$ cat src/rtl/axi_pkg.sv
// Shared AXI4 constants and helpers for the DMA engines.
// The read-engine FSM state type lives here so that the write engine can reuse it.
package axi_pkg;

  localparam logic [1:0] AXI_BURST_INCR  = 2'b01;
  localparam logic [1:0] AXI_RESP_OKAY   = 2'b00;
  localparam logic [1:0] AXI_RESP_EXOKAY = 2'b01;
  localparam logic [1:0] AXI_RESP_SLVERR = 2'b10;
  localparam logic [1:0] AXI_RESP_DECERR = 2'b11;
  localparam int         AXI_4KB         = 4096;

  typedef enum logic [1:0] {
    ST_IDLE,
    ST_RUN,
    ST_DONE
  } rd_state_e;

  // log2 of the bytes per beat, i.e. the AxSIZE encoding
  function automatic int axi_size(input int data_width);
    int s;
    int bytes;
    s = 0;
    bytes = data_width / 8;
    while (bytes > 1) begin
      bytes = bytes >> 1;
      s++;
    end
    return s;
  endfunction

  function automatic logic axi_resp_is_err(input logic [1:0] resp);
    return (resp == AXI_RESP_SLVERR) || (resp == AXI_RESP_DECERR);
  endfunction

endpackage

$ cat src/rtl/axi_burst_splitter.sv
// Picks the next INCR burst length: limited by remaining beats, MAX_BURST,
// and the beats left before the next 4KB page boundary.
module axi_burst_splitter
  import axi_pkg::*;
#(
  parameter int XFER_WIDTH = 16,
  parameter int LEN_WIDTH  = 8,
  parameter int MAX_BURST  = 16,
  parameter int DATA_WIDTH = 32
) (
  input  logic [11:0]           page_offset,
  input  logic [XFER_WIDTH-1:0] rem,
  output logic [LEN_WIDTH:0]    len
);

  localparam int SIZE = axi_size(DATA_WIDTH);
  localparam int CW   = (XFER_WIDTH > 13) ? XFER_WIDTH : 13;
  localparam int LW   = LEN_WIDTH + 1;

  logic [12:0]   page_bytes;
  logic [CW-1:0] page_beats;

  assign page_bytes = 13'(AXI_4KB) - {1'b0, page_offset};
  assign page_beats = CW'(page_bytes >> SIZE);

  always_comb begin
    len = LW'(MAX_BURST);
    if (CW'(rem) < CW'(len)) len = LW'(rem);
    if (page_beats < CW'(len)) len = LW'(page_beats);
  end

endmodule

$ cat src/rtl/axi_master_read_engine.sv
// Multi-burst AXI4 read master: splits one DMA request into 4KB-safe INCR
// bursts, keeps several ARs in flight and streams R beats into the FIFO.
module axi_master_read_engine
  import axi_pkg::*;
#(
  parameter int ADDR_WIDTH      = 32,
  parameter int DATA_WIDTH      = 32,
  parameter int LEN_WIDTH       = 8,
  parameter int XFER_WIDTH      = 16,
  parameter int MAX_BURST       = 16,
  parameter int MAX_OUTSTANDING = 4
) (
  input  logic                  clk,
  input  logic                  rst_n,
  input  logic                  start,
  input  logic [ADDR_WIDTH-1:0] xfer_addr,
  input  logic [XFER_WIDTH-1:0] xfer_beats,
  output logic                  busy,
  output logic                  done,
  output logic                  err,
  input  logic                  done_ack,
  output logic [ADDR_WIDTH-1:0] ARADDR,
  output logic [LEN_WIDTH-1:0]  ARLEN,
  output logic [2:0]            ARSIZE,
  output logic [1:0]            ARBURST,
  output logic                  ARVALID,
  input  logic                  ARREADY,
  input  logic [DATA_WIDTH-1:0] RDATA,
  input  logic [1:0]            RRESP,
  input  logic                  RLAST,
  input  logic                  RVALID,
  output logic                  RREADY,
  output logic                  fifo_wpush,
  output logic [DATA_WIDTH-1:0] fifo_wdata,
  input  logic                  fifo_wfull
);

  localparam int SIZE = axi_size(DATA_WIDTH);
  localparam int LW   = LEN_WIDTH + 1;
  localparam int OW   = $clog2(MAX_OUTSTANDING + 1);

  rd_state_e             state;
  logic [ADDR_WIDTH-1:0] ar_addr;
  logic [XFER_WIDTH-1:0] ar_rem;
  logic [OW-1:0]         outstanding;
  logic [LW-1:0]         split_len;
  logic [LW-1:0]         cur_len;
  logic                  ar_hs;
  logic                  r_hs;
  logic                  last_hs;
  logic                  bad_beat;
  logic                  ar_load;

  axi_burst_splitter #(
    .XFER_WIDTH (XFER_WIDTH),
    .LEN_WIDTH  (LEN_WIDTH),
    .MAX_BURST  (MAX_BURST),
    .DATA_WIDTH (DATA_WIDTH)
  ) u_splitter (
    .page_offset (ar_addr[11:0]),
    .rem         (ar_rem),
    .len         (split_len)
  );

  assign ARSIZE     = 3'(SIZE);
  assign ARBURST    = AXI_BURST_INCR;
  assign busy       = (state == ST_RUN);
  assign done       = (state == ST_DONE);
  assign RREADY     = busy & ~fifo_wfull;
  assign r_hs       = RVALID & RREADY;
  assign fifo_wpush = r_hs;
  assign fifo_wdata = RDATA;
  assign ar_hs      = ARVALID & ARREADY;
  assign last_hs    = r_hs & RLAST;
  assign bad_beat   = r_hs & axi_resp_is_err(RRESP);

  // A bad beat accepted this cycle already blocks the next AR, so nothing new
  // is requested once an error has been seen.
  assign ar_load = busy && !ARVALID && (ar_rem != '0) &&
                   (outstanding < OW'(MAX_OUTSTANDING)) && !err && !bad_beat;

  always_ff @(posedge clk) begin
    if (!rst_n) begin
      state       <= ST_IDLE;
      ar_addr     <= '0;
      ar_rem      <= '0;
      outstanding <= '0;
      cur_len     <= '0;
      ARVALID     <= 1'b0;
      ARADDR      <= '0;
      ARLEN       <= '0;
      err         <= 1'b0;
    end else begin
      case (state)
        ST_IDLE: begin
          if (start) begin
            err <= 1'b0;
            if (xfer_beats != '0) begin
              ar_addr <= xfer_addr;
              ar_rem  <= xfer_beats;
              state   <= ST_RUN;
            end else begin
              state <= ST_DONE;
            end
          end
        end
        ST_RUN: begin
          // cur_len remembers the loaded burst so the address/remainder
          // update on handshake matches what ARLEN advertised.
          if (ar_load) begin
            ARVALID <= 1'b1;
            ARADDR  <= ar_addr;
            ARLEN   <= LEN_WIDTH'(split_len - LW'(1));
            cur_len <= split_len;
          end else if (ar_hs) begin
            ARVALID <= 1'b0;
            ar_addr <= ar_addr + (ADDR_WIDTH'(cur_len) << SIZE);
            ar_rem  <= ar_rem - XFER_WIDTH'(cur_len);
          end
          if (ar_hs && !last_hs) begin
            outstanding <= outstanding + OW'(1);
          end else if (!ar_hs && last_hs) begin
            outstanding <= outstanding - OW'(1);
          end
          if (bad_beat) err <= 1'b1;
          if (((ar_rem == '0) || err) && (outstanding == '0) && !ARVALID) begin
            state <= ST_DONE;
          end
        end
        ST_DONE: begin
          if (done_ack) state <= ST_IDLE;
        end
        default: state <= ST_IDLE;
      endcase
    end
  end

endmodule
$ cat config.mk
export PLATFORM = sky130hd
export DESIGN_NAME = axi_master_read_engine
export DESIGN_NICKNAME = d
export VERILOG_FILES = /design/src/rtl/axi_pkg.sv /design/src/rtl/axi_burst_splitter.sv /design/src/rtl/axi_master_read_engine.sv
export SDC_FILE = /design/constraint.sdc
export NUM_CORES = 1
export LEC_CHECK = 0
export BUFFER_PORTS_ARGS = -buffer_cell sky130_fd_sc_hd__buf_2
export CAP_MARGIN = 20
export CORE_UTILIZATION = 58
export DETAILED_ROUTE_END_ITERATION = 12
export PLACE_DENSITY = 0.87
export SETUP_SLACK_MARGIN = 0.05
export SLEW_MARGIN = 0
export SYNTH_ARGS = -nofsm -noshare
export SYNTH_HDL_FRONTEND = slang
export SYNTH_HIERARCHICAL = 1
export SYNTH_SLANG_ARGS = --single-unit
export TNS_END_PERCENT = 50
$ cat constraint.sdc
create_clock -name clk -period 9.28 [get_ports clk]
set_input_delay 0.928 -clock clk [delete_from_list [all_inputs] [get_ports clk]]
set_output_delay 0.928 -clock clk [all_outputs]
set_load 0.05 [all_outputs]
======== After elaboration in Yosys (flattened, before gate mapping) ========
Index checks and enable logic that the tools add are counted.
word-level totals
  bits in registers ....................... 104
  bits of input ports ..................... 90
  output and inout bits ................... 83
  word-level logic and storage cells ...... 89
operators by class
  add/subtract/negate cells ............... 6
  magnitude comparators ................... 3
  equality and inequality tests ........... 11
  muxes and demuxes ....................... 24
  bitwise gates (word level) .............. 6
  reduce and logical (&&, ||, !) cells .... 30
operators by type and width
  cell                                                                            count
  32-bit two-way mux                                                              4
  16-bit two-way mux                                                              4
  32-bit case mux with 2 select lines                                             1
  32-bit by 11-bit adder with 32-bit output                                       1
  16-bit case mux with 2 select lines                                             1
  16-bit nonzero test                                                             2
  9-bit two-way mux                                                               2
  16-bit zero test                                                                1
  16-bit by 5-bit less-than comparator with 1-bit output (second input constant)  1
  16-bit by 9-bit subtractor with 16-bit output                                   1
  13-bit by 12-bit subtractor with 13-bit output (first input constant)           1
  11-bit by 9-bit less-than comparator with 1-bit output                          1
  1-bit logical AND                                                               9
  2-bit two-way mux                                                               4
  2-bit by 1-bit inequality test with 1-bit output (second input constant)        4
  8-bit by 1-bit subtractor with 8-bit output (second input constant)             1
  2-bit == test (second input constant)                                           3
  3-bit two-way mux                                                               2
  2-bit inequality test (second input constant)                                   3
  2-bit case mux with 3 select lines                                              1
  2-bit AND reduction                                                             3
  3-bit AND reduction                                                             2
  2-bit nonzero test                                                              3
  1-bit AND                                                                       5
  12 further kinds                                                                20

======== Depth between registers and ports, before layout ========
Gate-level depths: netlist of the first run.
  word-level depth ........................ 8
  mapped depth ............................ 16
  depth with buffers taken out ............ 16

======== Hierarchy ========
The synthesis of the first run kept the hierarchy.
modules (own cells, without submodules)
  module                  instances  cells an instance  area each (um2)  seq. area each (um2)
  axi_master_read_engine  1          780                5963.2           2082.0
  axi_burst_splitter      1          65                 520.5            0.0

======== Least setup slack after synthesis of the first run ========
No wires, ideal clock.
  path kind ............................... reg2reg
  start ................................... reg ar_addr[1]
  end ..................................... reg ARLEN[6]
  setup time .............................. 80 ps
  arrival time ............................ 3360 ps
  required time ........................... 9200 ps
  slack ................................... 5840 ps
  stages on the path, launching flop included .. 17
  buffers on the path ..................... 0
  clock period less this slack ............ 3440 ps
  cells stage by stage .................... dfxtp_1 > nor4_4 > or2b_1 > nor3_1 > xnor2_1 > ha_1 > nand4_1 > nor2_1 > a2111oi_4 > nand3_4 > o31ai_1 > inv_1 > ha_1 > nand2_1 > nor3_1 > xnor2_1 > a211oi_2
on the way
  longest elaborated chain between the ends .. 4
ends and longest elaborated chain
  element                                                 line                           text
  from (decl)                                             axi_master_read_engine.sv:43   logic [ADDR_WIDTH-1:0] ar_addr;
  from (signal assigned)                                  axi_master_read_engine.sv:99   ar_addr <= xfer_addr;
  from (signal assigned)                                  axi_master_read_engine.sv:117  ar_addr <= ar_addr + (ADDR_WIDTH'(cur_len) << SIZE);
  13-bit by 12-bit subtractor with 13-bit output (*)      axi_burst_splitter.sv:23       assign page_bytes = 13'(AXI_4KB) - {1'b0, page_offset};
  11-bit by 9-bit less-than comparator with 1-bit output  axi_burst_splitter.sv:29       if (page_beats < CW'(len)) len = LW'(page_beats);
  9-bit two-way mux (*)                                   axi_burst_splitter.sv:29
  named net split_len[0]                                  axi_master_read_engine.sv:46   logic [LW-1:0] split_len;
  8-bit by 1-bit subtractor with 8-bit output (*)         axi_master_read_engine.sv:113  ARLEN <= LEN_WIDTH'(split_len - LW'(1));
  to (signal assigned)                                    axi_master_read_engine.sv:113
  to (decl)                                               axi_master_read_engine.sv:23   output logic [LEN_WIDTH-1:0] ARLEN,
Mark *: on every way through the listed nets, which the timed path passes. The rest lies on a longest branch.
A chain may end at the register's enable or synchronous reset.

======== Worst setup path in the final report of the first run ========
Ends and elaborated chain as after synthesis.

==> tab_implementation.tex, run 1 <==
\begin{tabular}{lr}
\hline
Metric & Value \\
\hline
\multicolumn{2}{l}{\textbf{Run status}} \\
Run status & finished, final reports clean \\
\multicolumn{2}{l}{\textbf{Timing}} \\
Setup clock skew after layout & 0.008865 ns \\
Number of endpoints with negative hold slack in the final report & 0 \\
Finish-stage setup viols & 0 \\
Slew Viols, Final & 0 \\
Maximum frequency from static timing analysis & 246.2 MHz \\
Unrepaired setup endpoints after global routing & no \\
Max-slew headroom & 0.4003 \\
Worst slack on hold paths & 0.4556 ns \\
Share of the clock period used by the worst path after layout & 0.4376 \\
Min Clock Period, post-route & 4.061 ns \\
Setup TNS & 0 ns \\
Actual slew at the worst max-slew pin & 0.8995 ns \\
\multicolumn{2}{l}{\textbf{Finish}} \\
Core Util, Final & 0.6420 \\
Multi-input logic area & 3862 um\^{}2 \\
Proportion of layout cells with a drive suffix above 1 & 0.1732 \\
Synth-to-Final Area Change & 7.815\% \\
Commonest non-fill, non-tap cell in the layout & nand2\_1 \\
Area taken by flip-flops and latches & 2082 um\^{}2 \\
Number of diodes & 0 \\
Fill cell count & 928 \\
Commonest cells after routing, fill and taps aside & nand2\_1 (159), dfxtp\_1 (104), buf\_2 (102), a21oi\_1 (89), nor2\_1 (55) \\
Post-layout nets & 1011 \\
\multicolumn{2}{l}{\textbf{Placed design}} \\
Count of port buffers added during placement & 102 \\
Last weighted congestion value of the routability-driven placer & 0.9350 \\
Half-perimeter wire length after detailed placement & 11930 um \\
\multicolumn{2}{l}{\textbf{Critical path}} \\
R2R setup slack & 5.22 ns \\
Critical Path Fanout Max & 6 \\
Top delay family on crit path & simple AND/OR/NAND/NOR gates \\
Critical path capture point type & flop \\
Slowest CP cell & a2111oi\_4 \\
Worst endpoint data arrival time & 4.36 ns \\
Buffers and inverters on the worst path & 1 \\
Largest stage delay, worst path & 0.45 ns \\
Nature of the critical path startpoint & flop \\
Critical path class & flop to flop \\
Critical path data required time & 9.58 ns \\
Crit path cell chain & nor4\_4 > nand2\_1 > nor3\_1 > xnor2\_1 > ha\_1 > nand4\_1 > nor2\_1 > a2111oi\_4 > nand3\_4 > o31ai\_1 > inv\_1 > ha\_1 > nand2\_1 > nor3\_1 > xnor2\_1 > a211oi\_2 \\
\multicolumn{2}{l}{\textbf{Route}} \\
Number of iterations in the first detailed-routing pass & 5 \\
Via total after detailed routing & 6453 \\
Avg Vias per Cell & 6.235 \\
Drt wl/cell & 16.69 um \\
Aggregate routed wire length & 17270 um \\
Count of routing violations after the opening detailed-route iteration & 607 \\
Number of remaining DRC errors & 0 \\
Detail Route Antenna Nets & 0 \\
\multicolumn{2}{l}{\textbf{Logic synthesis}} \\
Number of enable-type register cells in the synthesized netlist & 0 \\
Part of the Yosys area used for sequential elements & 0.3211 \\
Synth Register Bits & 104 \\
Fraction of synthesis flops using an asynchronous set or reset pin & 0 \\
Synth Warn \# & 6 \\
Syn Std Cell Area & 6484 um\^{}2 \\
Dominant register cell in the synthesized netlist & dfxtp\_1 \\
Synth unique cells & 79 \\
Syn Inst Count & 845 \\
Mean area per synthesized cell & 7.673 um\^{}2 \\
\multicolumn{2}{l}{\textbf{Floorplanning}} \\
Overall die width & 107.7 um \\
Floorplan die height & 107.7 um \\
Starting utilization of the core area & 0.5955 \\
Placement Rows & 38 \\
Die Area & 11610 um\^{}2 \\
Ports placed on the boundary & 173 \\
Core Box Area & 10890 um\^{}2 \\
\multicolumn{2}{l}{\textbf{Hold path}} \\
Hold Crit Class & flop to flop \\
\multicolumn{2}{l}{\textbf{Power and ir drop}} \\
Worst supply voltage drop on vdd & 0.09534 mV \\
Total power density per cell area & 186.1 nW/um\^{}2 \\
Leakage power & 2.769 nW \\
\multicolumn{2}{l}{\textbf{Global routing}} \\
Antenna violations before repair & 0 \\
Combined global-route utilization of all metal layers & 0.2963 \\
GR Overflow Total & 0 \\
First-pass GRT wire length & 27390 um \\
Maximum number of pins on one net before global-route repair & 81 \\
Number of global-route vias before repair & 5663 \\
\multicolumn{2}{l}{\textbf{Clock tree}} \\
Hold buffer count at cts & 0 \\
CTS tree & built \\
Resized cells post-CTS & 0 \\
Number of buffers on the longest clock path & 2 \\
Clk slew on worst S/H paths & 0.10 ns \\
Clock tree sinks & 104 \\
Latest clock arrival within the worst-skew pair & 0.38 ns \\
Clk Tree Root Cell & clkbuf\_8 \\
Post-CTS Setup Inserts & 0 \\
TritonCTS buffer count & 9 \\
Depth of the CTS H-tree & 3 \\
\multicolumn{2}{l}{\textbf{Job}} \\
Max-capacitance violation count & 0 \\
\hline
\end{tabular}
-- cell usage after synthesis, drive strengths merged (3+ instances only) --
cell type  number  area, um^2
nor2           55       206.5
conb            3       11.26
nor3           21       105.1
o211ai         14       105.1
ha             28       350.3
a211oi         12       115.1
or4             4       33.78
o21ai          39       195.2
and3           10       67.57
a31oi           5       31.28
nand4          13       87.58
nor4           23       165.2
inv            26       97.59
xnor2          22       192.7
or2             3       18.77
a21oi          90       450.4
o2bb2ai         3       26.28
or3             8       55.05
a2111oi         3       45.05
a32oi           3       33.79
fa              3       60.06
nand2b          5       31.28
dfxtp         104        2082
buf            53       369.1
o21a            3       22.52
a21o            6       45.04
mux2i           8       80.08
o2111ai         3       32.53
and2            3       18.77
a311oi          6       52.55
a22oi           3       22.52
o31ai           4       30.03
nand2         160       603.1
xor2            5       43.79
o311ai          5       43.80
nor2b           3       18.77
clkbuf         26       97.59
o22ai           5       31.28
nand3          29       157.7
-- worst register-to-register path, delay by kind of cell (launching register included) --
family | cells | cell delay, ns
and+or+nand+nor | 8 | 1.48
AOI/OAI and AO/OA | 3 | 1.11
adders and majority gates | 2 | 0.58
DFF | 1 | 0.38
xor gates and xnor gates | 2 | 0.34
buffers and inverters | 1 | 0.09
-- area by class of cell --
class                           count  share of cell area
Clock inverter                      5             0.01146
Multi-Input combinational cell    641              0.5525
Inverter                           27             0.01450
Clock buffer                       11             0.02023
Sequential cell                   104              0.2978
Timing Repair Buffer              107             0.07840
Tap cell                          140             0.02506
-- kinds of logic after synthesis --
group           after synthesis  synth area share
buf+inv                     106           0.08761
mux                          10           0.01640
flops                       104            0.3211
fa+ha+maj                    31           0.06330
compound gates              222            0.2244
simple gates                342            0.2489
xor+xnor                     27           0.03647
other cells                   3          0.001737
-- final timing paths --
path	startpoint	to	cells past startpoint
min	ARADDR[21]	ARADDR[21]	2
max reg2reg	ar_addr[1]	ARLEN[6]	16
max	ar_addr[1]	ARLEN[6]	16
min reg2reg	ARADDR[21]	ARADDR[21]	2
-- through the flow --
step / setup WS, ns / cells / cell area [um^2] / power [mW]
floorplan: 5.840 / 851 / 6506 / 0.9181
global placement: 5.494 / 1019 / 6769 / 0.9663
detailed placement: 5.408 / 1019 / 6769 / 0.9764
CTS: 5.315 / 1035 / 6990 / 1.289
global route: 4.966 / 1035 / 6990 / 1.366
finish: 5.219 / 1035 / 6990 / 1.301
-- state kept, by name (all words and copies together), names as in the netlist, 2 cells and up --
name         flops
ARLEN            8
outstanding      3
ar_addr         32
ARADDR          32
ar_rem          16
cur_len          9
state            2
-- where the power goes --
part	switching [mW]	internal [mW]	total, mW
Clock	0.162	0.159	0.321
Sequential	0.0464	0.485	0.531
Combinational	0.291	0.158	0.449
-- metal layers --
| metal | GRT usage | routed length (um) |
|---|---|---|
| met2 | 0.4730 | 8023 |
| met1 | 0.3952 | 7264 |
| met5 | 0 | 0 |
| met3 | 0.04600 | 1575 |
| met4 | 0.1262 | 405 |
No activity file was read; power rests on OpenSTA's default activity.
==> inputs of run 2 (changes only) <==
CORE_UTILIZATION = 54   (was 58)
PLACE_DENSITY = 0.82   (was 0.87)
clock period = 4.2 ns   (was 9.28 ns; I/O delays follow)
==> tab_implementation.tex, run 2 (synthesis results as in run 1) <==
\begin{tabular}{lr}
\hline
Metric & Value \\
\hline
\multicolumn{2}{l}{\textbf{Run status}} \\
Run status & complete, but fails checks \\
Failing checks & DRC \\
\multicolumn{2}{l}{\textbf{Clock tree}} \\
Number of buffers on the longest clock path & 2 (unchanged) \\
Hold buffer count at cts & 0 (unchanged) \\
Post-CTS Setup Inserts & 0 (unchanged) \\
Depth of the CTS H-tree & 3 (unchanged) \\
Latest clock arrival within the worst-skew pair & 0.36 ns (-0.02 ns) \\
CTS tree & built \\
Clock tree sinks & 104 (unchanged) \\
TritonCTS buffer count & 9 (unchanged) \\
Clk slew on worst S/H paths & 0.07 ns (-0.03 ns) \\
Clk Tree Root Cell & clkbuf\_16 \\
\multicolumn{2}{l}{\textbf{Finish}} \\
Post-route cell area & 7143 um\^{}2 (+2.2\%) \\
Fill cell count & 1034 (+11\%) \\
Core Util, Final & 0.6177 (-0.02438) \\
Leading registers by flop count & ARADDR: 32 flops, ar\_addr: 32 flops, ar\_rem: 16 flops \\
Post-layout nets & 1011 (unchanged) \\
Proportion of layout cells with a drive suffix above 1 & 0.1754 (+0.002235) \\
Synth-to-Final Area Change & 10.17\% \\
Commonest non-fill, non-tap cell in the layout & nand2\_1 \\
Number of diodes & 0 (unchanged) \\
Commonest cells after routing, fill and taps aside & nand2\_1 (159), dfxtp\_1 (104), buf\_2 (102), a21oi\_1 (89), nor2\_1 (55) \\
\multicolumn{2}{l}{\textbf{Route}} \\
Via total after detailed routing & 6418 (-0.54\%) \\
Aggregate routed wire length & 18150 um (+5.1\%) \\
Number of remaining DRC errors & 13 (+13) \\
Count of routing violations after the opening detailed-route iteration & 701 (+15\%) \\
Number of iterations in the first detailed-routing pass & 12 (+7) \\
Drt wl/cell & 17.49 um (+4.8\%) \\
Avg Vias per Cell & 6.183 (-0.83\%) \\
Detail Route Antenna Nets & 0 (unchanged) \\
\multicolumn{2}{l}{\textbf{Critical path}} \\
Nature of the critical path startpoint & flop \\
Critical path capture point type & flop \\
Critical Path Fanout Max & 6 (unchanged) \\
Critical path data required time & 4.40 ns (-5.18 ns) \\
Worst Reg-to-Reg Cells & 15 (-1) \\
Critical path class & flop to flop \\
Worst endpoint data arrival time & 4.02 ns (-0.34 ns) \\
\multicolumn{2}{l}{\textbf{Timing}} \\
Slew Viols, Final & 0 (unchanged) \\
Finish-stage setup viols & 0 (unchanged) \\
Maximum frequency from static timing analysis & 261.8 MHz (+6.3\%) \\
Min Clock Period, post-route & 3.820 ns (-0.2408 ns) \\
Setup clock skew after layout & 0.01074 ns (+0.001876 ns) \\
Max-slew headroom & 0.3834 (-0.01693) \\
Actual slew at the worst max-slew pin & 0.9249 ns (+0.02540 ns) \\
Unrepaired setup endpoints after global routing & no \\
Number of endpoints with negative hold slack in the final report & 0 (unchanged) \\
Setup TNS & 0 ns (unchanged) \\
Share of the clock period used by the worst path after layout & 0.9096 (+0.4720) \\
\multicolumn{2}{l}{\textbf{Global routing}} \\
Maximum number of pins on one net before global-route repair & 81 (unchanged) \\
Number of global-route vias before repair & 5919 (+4.5\%) \\
Antenna violations before repair & 0 (unchanged) \\
GR Overflow Total & 0 (unchanged) \\
Combined global-route utilization of all metal layers & 0.2905 (-0.005804) \\
First-pass GRT wire length & 28960 um (+5.7\%) \\
\multicolumn{2}{l}{\textbf{Power and ir drop}} \\
Worst supply voltage drop on vdd & 0.2265 mV (+140\%) \\
Leakage power & 2.845 nW (+2.7\%) \\
Total power density per cell area & 446.3 nW/um\^{}2 (+140\%) \\
\multicolumn{2}{l}{\textbf{Floorplanning}} \\
Ports placed on the boundary & 173 (unchanged) \\
Placement Rows & 39 (+2.6\%) \\
Overall die width & 111.6 um (+3.6\%) \\
Core Box Area & 11560 um\^{}2 (+6.2\%) \\
Floorplan die height & 111.6 um (+3.6\%) \\
Die Area & 12450 um\^{}2 (+7.3\%) \\
Starting utilization of the core area & 0.5606 (-0.03485) \\
\multicolumn{2}{l}{\textbf{Placed design}} \\
Half-perimeter wire length after detailed placement & 12310 um (+3.1\%) \\
Area after detailed placement & 6773 um\^{}2 (about the same) \\
Last weighted congestion value of the routability-driven placer & 0.9229 (-1.3\%) \\
Count of port buffers added during placement & 102 (unchanged) \\
\multicolumn{2}{l}{\textbf{Job}} \\
Max-capacitance violation count & 0 (unchanged) \\
\multicolumn{2}{l}{\textbf{Hold path}} \\
Hold Crit Class & input port to flop \\
Hold Path Stages & 3 (+1) \\
\hline
\end{tabular}
run 2: changes by cell type in the layout (fill, tap and decap cells not counted), sizes merged:
cell	change
bufinv	+1
clkbuf	+1
clkinvlp	-2
run 2: worst max-delay path: stages, from the launching register on:
cell and delay (ns):
dfxtp_1 0.38, nor4_4 0.36, or2b_1 0.31, nor3_1 0.19, xnor2_1 0.19, ha_1 0.28, nand4_1 0.11, nor2_1 0.08
a2111oi_4 0.46, nand3_4 0.19, mux2i_1 0.24, nor3_1 0.27, nand2_1 0.13, nor3_1 0.20, xnor2_1 0.17, a211oi_2 0.09
run 2: per-layer routing:
metal | vias to the layer above | GRT usage | wire, um
met5 | - | 0 | 0
met4 | 0 | 0.1450 | 658
met3 | 51 | 0.04627 | 1387
met2 | 299 | 0.4846 | 8480
met1 | 2998 | 0.3647 | 7626
li1 | 3070 | - | -
run 2: layout make-up:
cell class,count,area (um^2),area share
timing repair buffer,107,548.0,0.07672
tap,143,178.9,0.02505
clock inverter,4,98.84,0.01384
multi-input combinational,641,3867,0.5414
inverter,27,101.3,0.01419
clock buffer,12,266.5,0.03731
sequential,104,2082,0.2915
run 2: path summary, 6_finish.rpt:
| path | from | endpoint | slack [ns] |
|---|---|---|---|
| hold reg to reg | ARADDR[27] | ARADDR[27] | 0.45 |
| setup / recovery | ar_addr[2] | ARLEN[7] | 0.38 |
| hold / removal | xfer_addr[1] | ar_addr[1] | 0.31 |
| setup reg to reg | ar_addr[2] | ARLEN[7] | 0.38 |
run 2: through the flow:
| stage | setup slack [ns] | total power, mW | instances | hold slack, ns |
|---|---|---|---|---|
| after floorplan | 0.7602 | 2.028 | 851 | 0.4530 |
| after global placement | 0.4280 | 2.150 | 1022 | 0.4405 |
| after detailed placement | 0.3815 | 2.169 | 1022 | 0.4430 |
| after CTS | 0.3088 | 3.169 | 1038 | 0.3170 |
| after global routing | 0.07799 | 3.330 | 1038 | 0.3286 |
| final | 0.3799 | 3.188 | 1038 | 0.3135 |
run 2: report_power, final:
part           internal (mW)  switching [mW]  leakage [nW]
clock network          0.633           0.381         0.179
registers               1.07           0.106         0.850
logic                  0.350           0.646          1.82
run 2: what timing repair did:
action / CTS / global route
gates resized for setup: 0 / 1
endpoints found under the setup margin: 0 / 2
hold endpoints to repair: 0 / 0
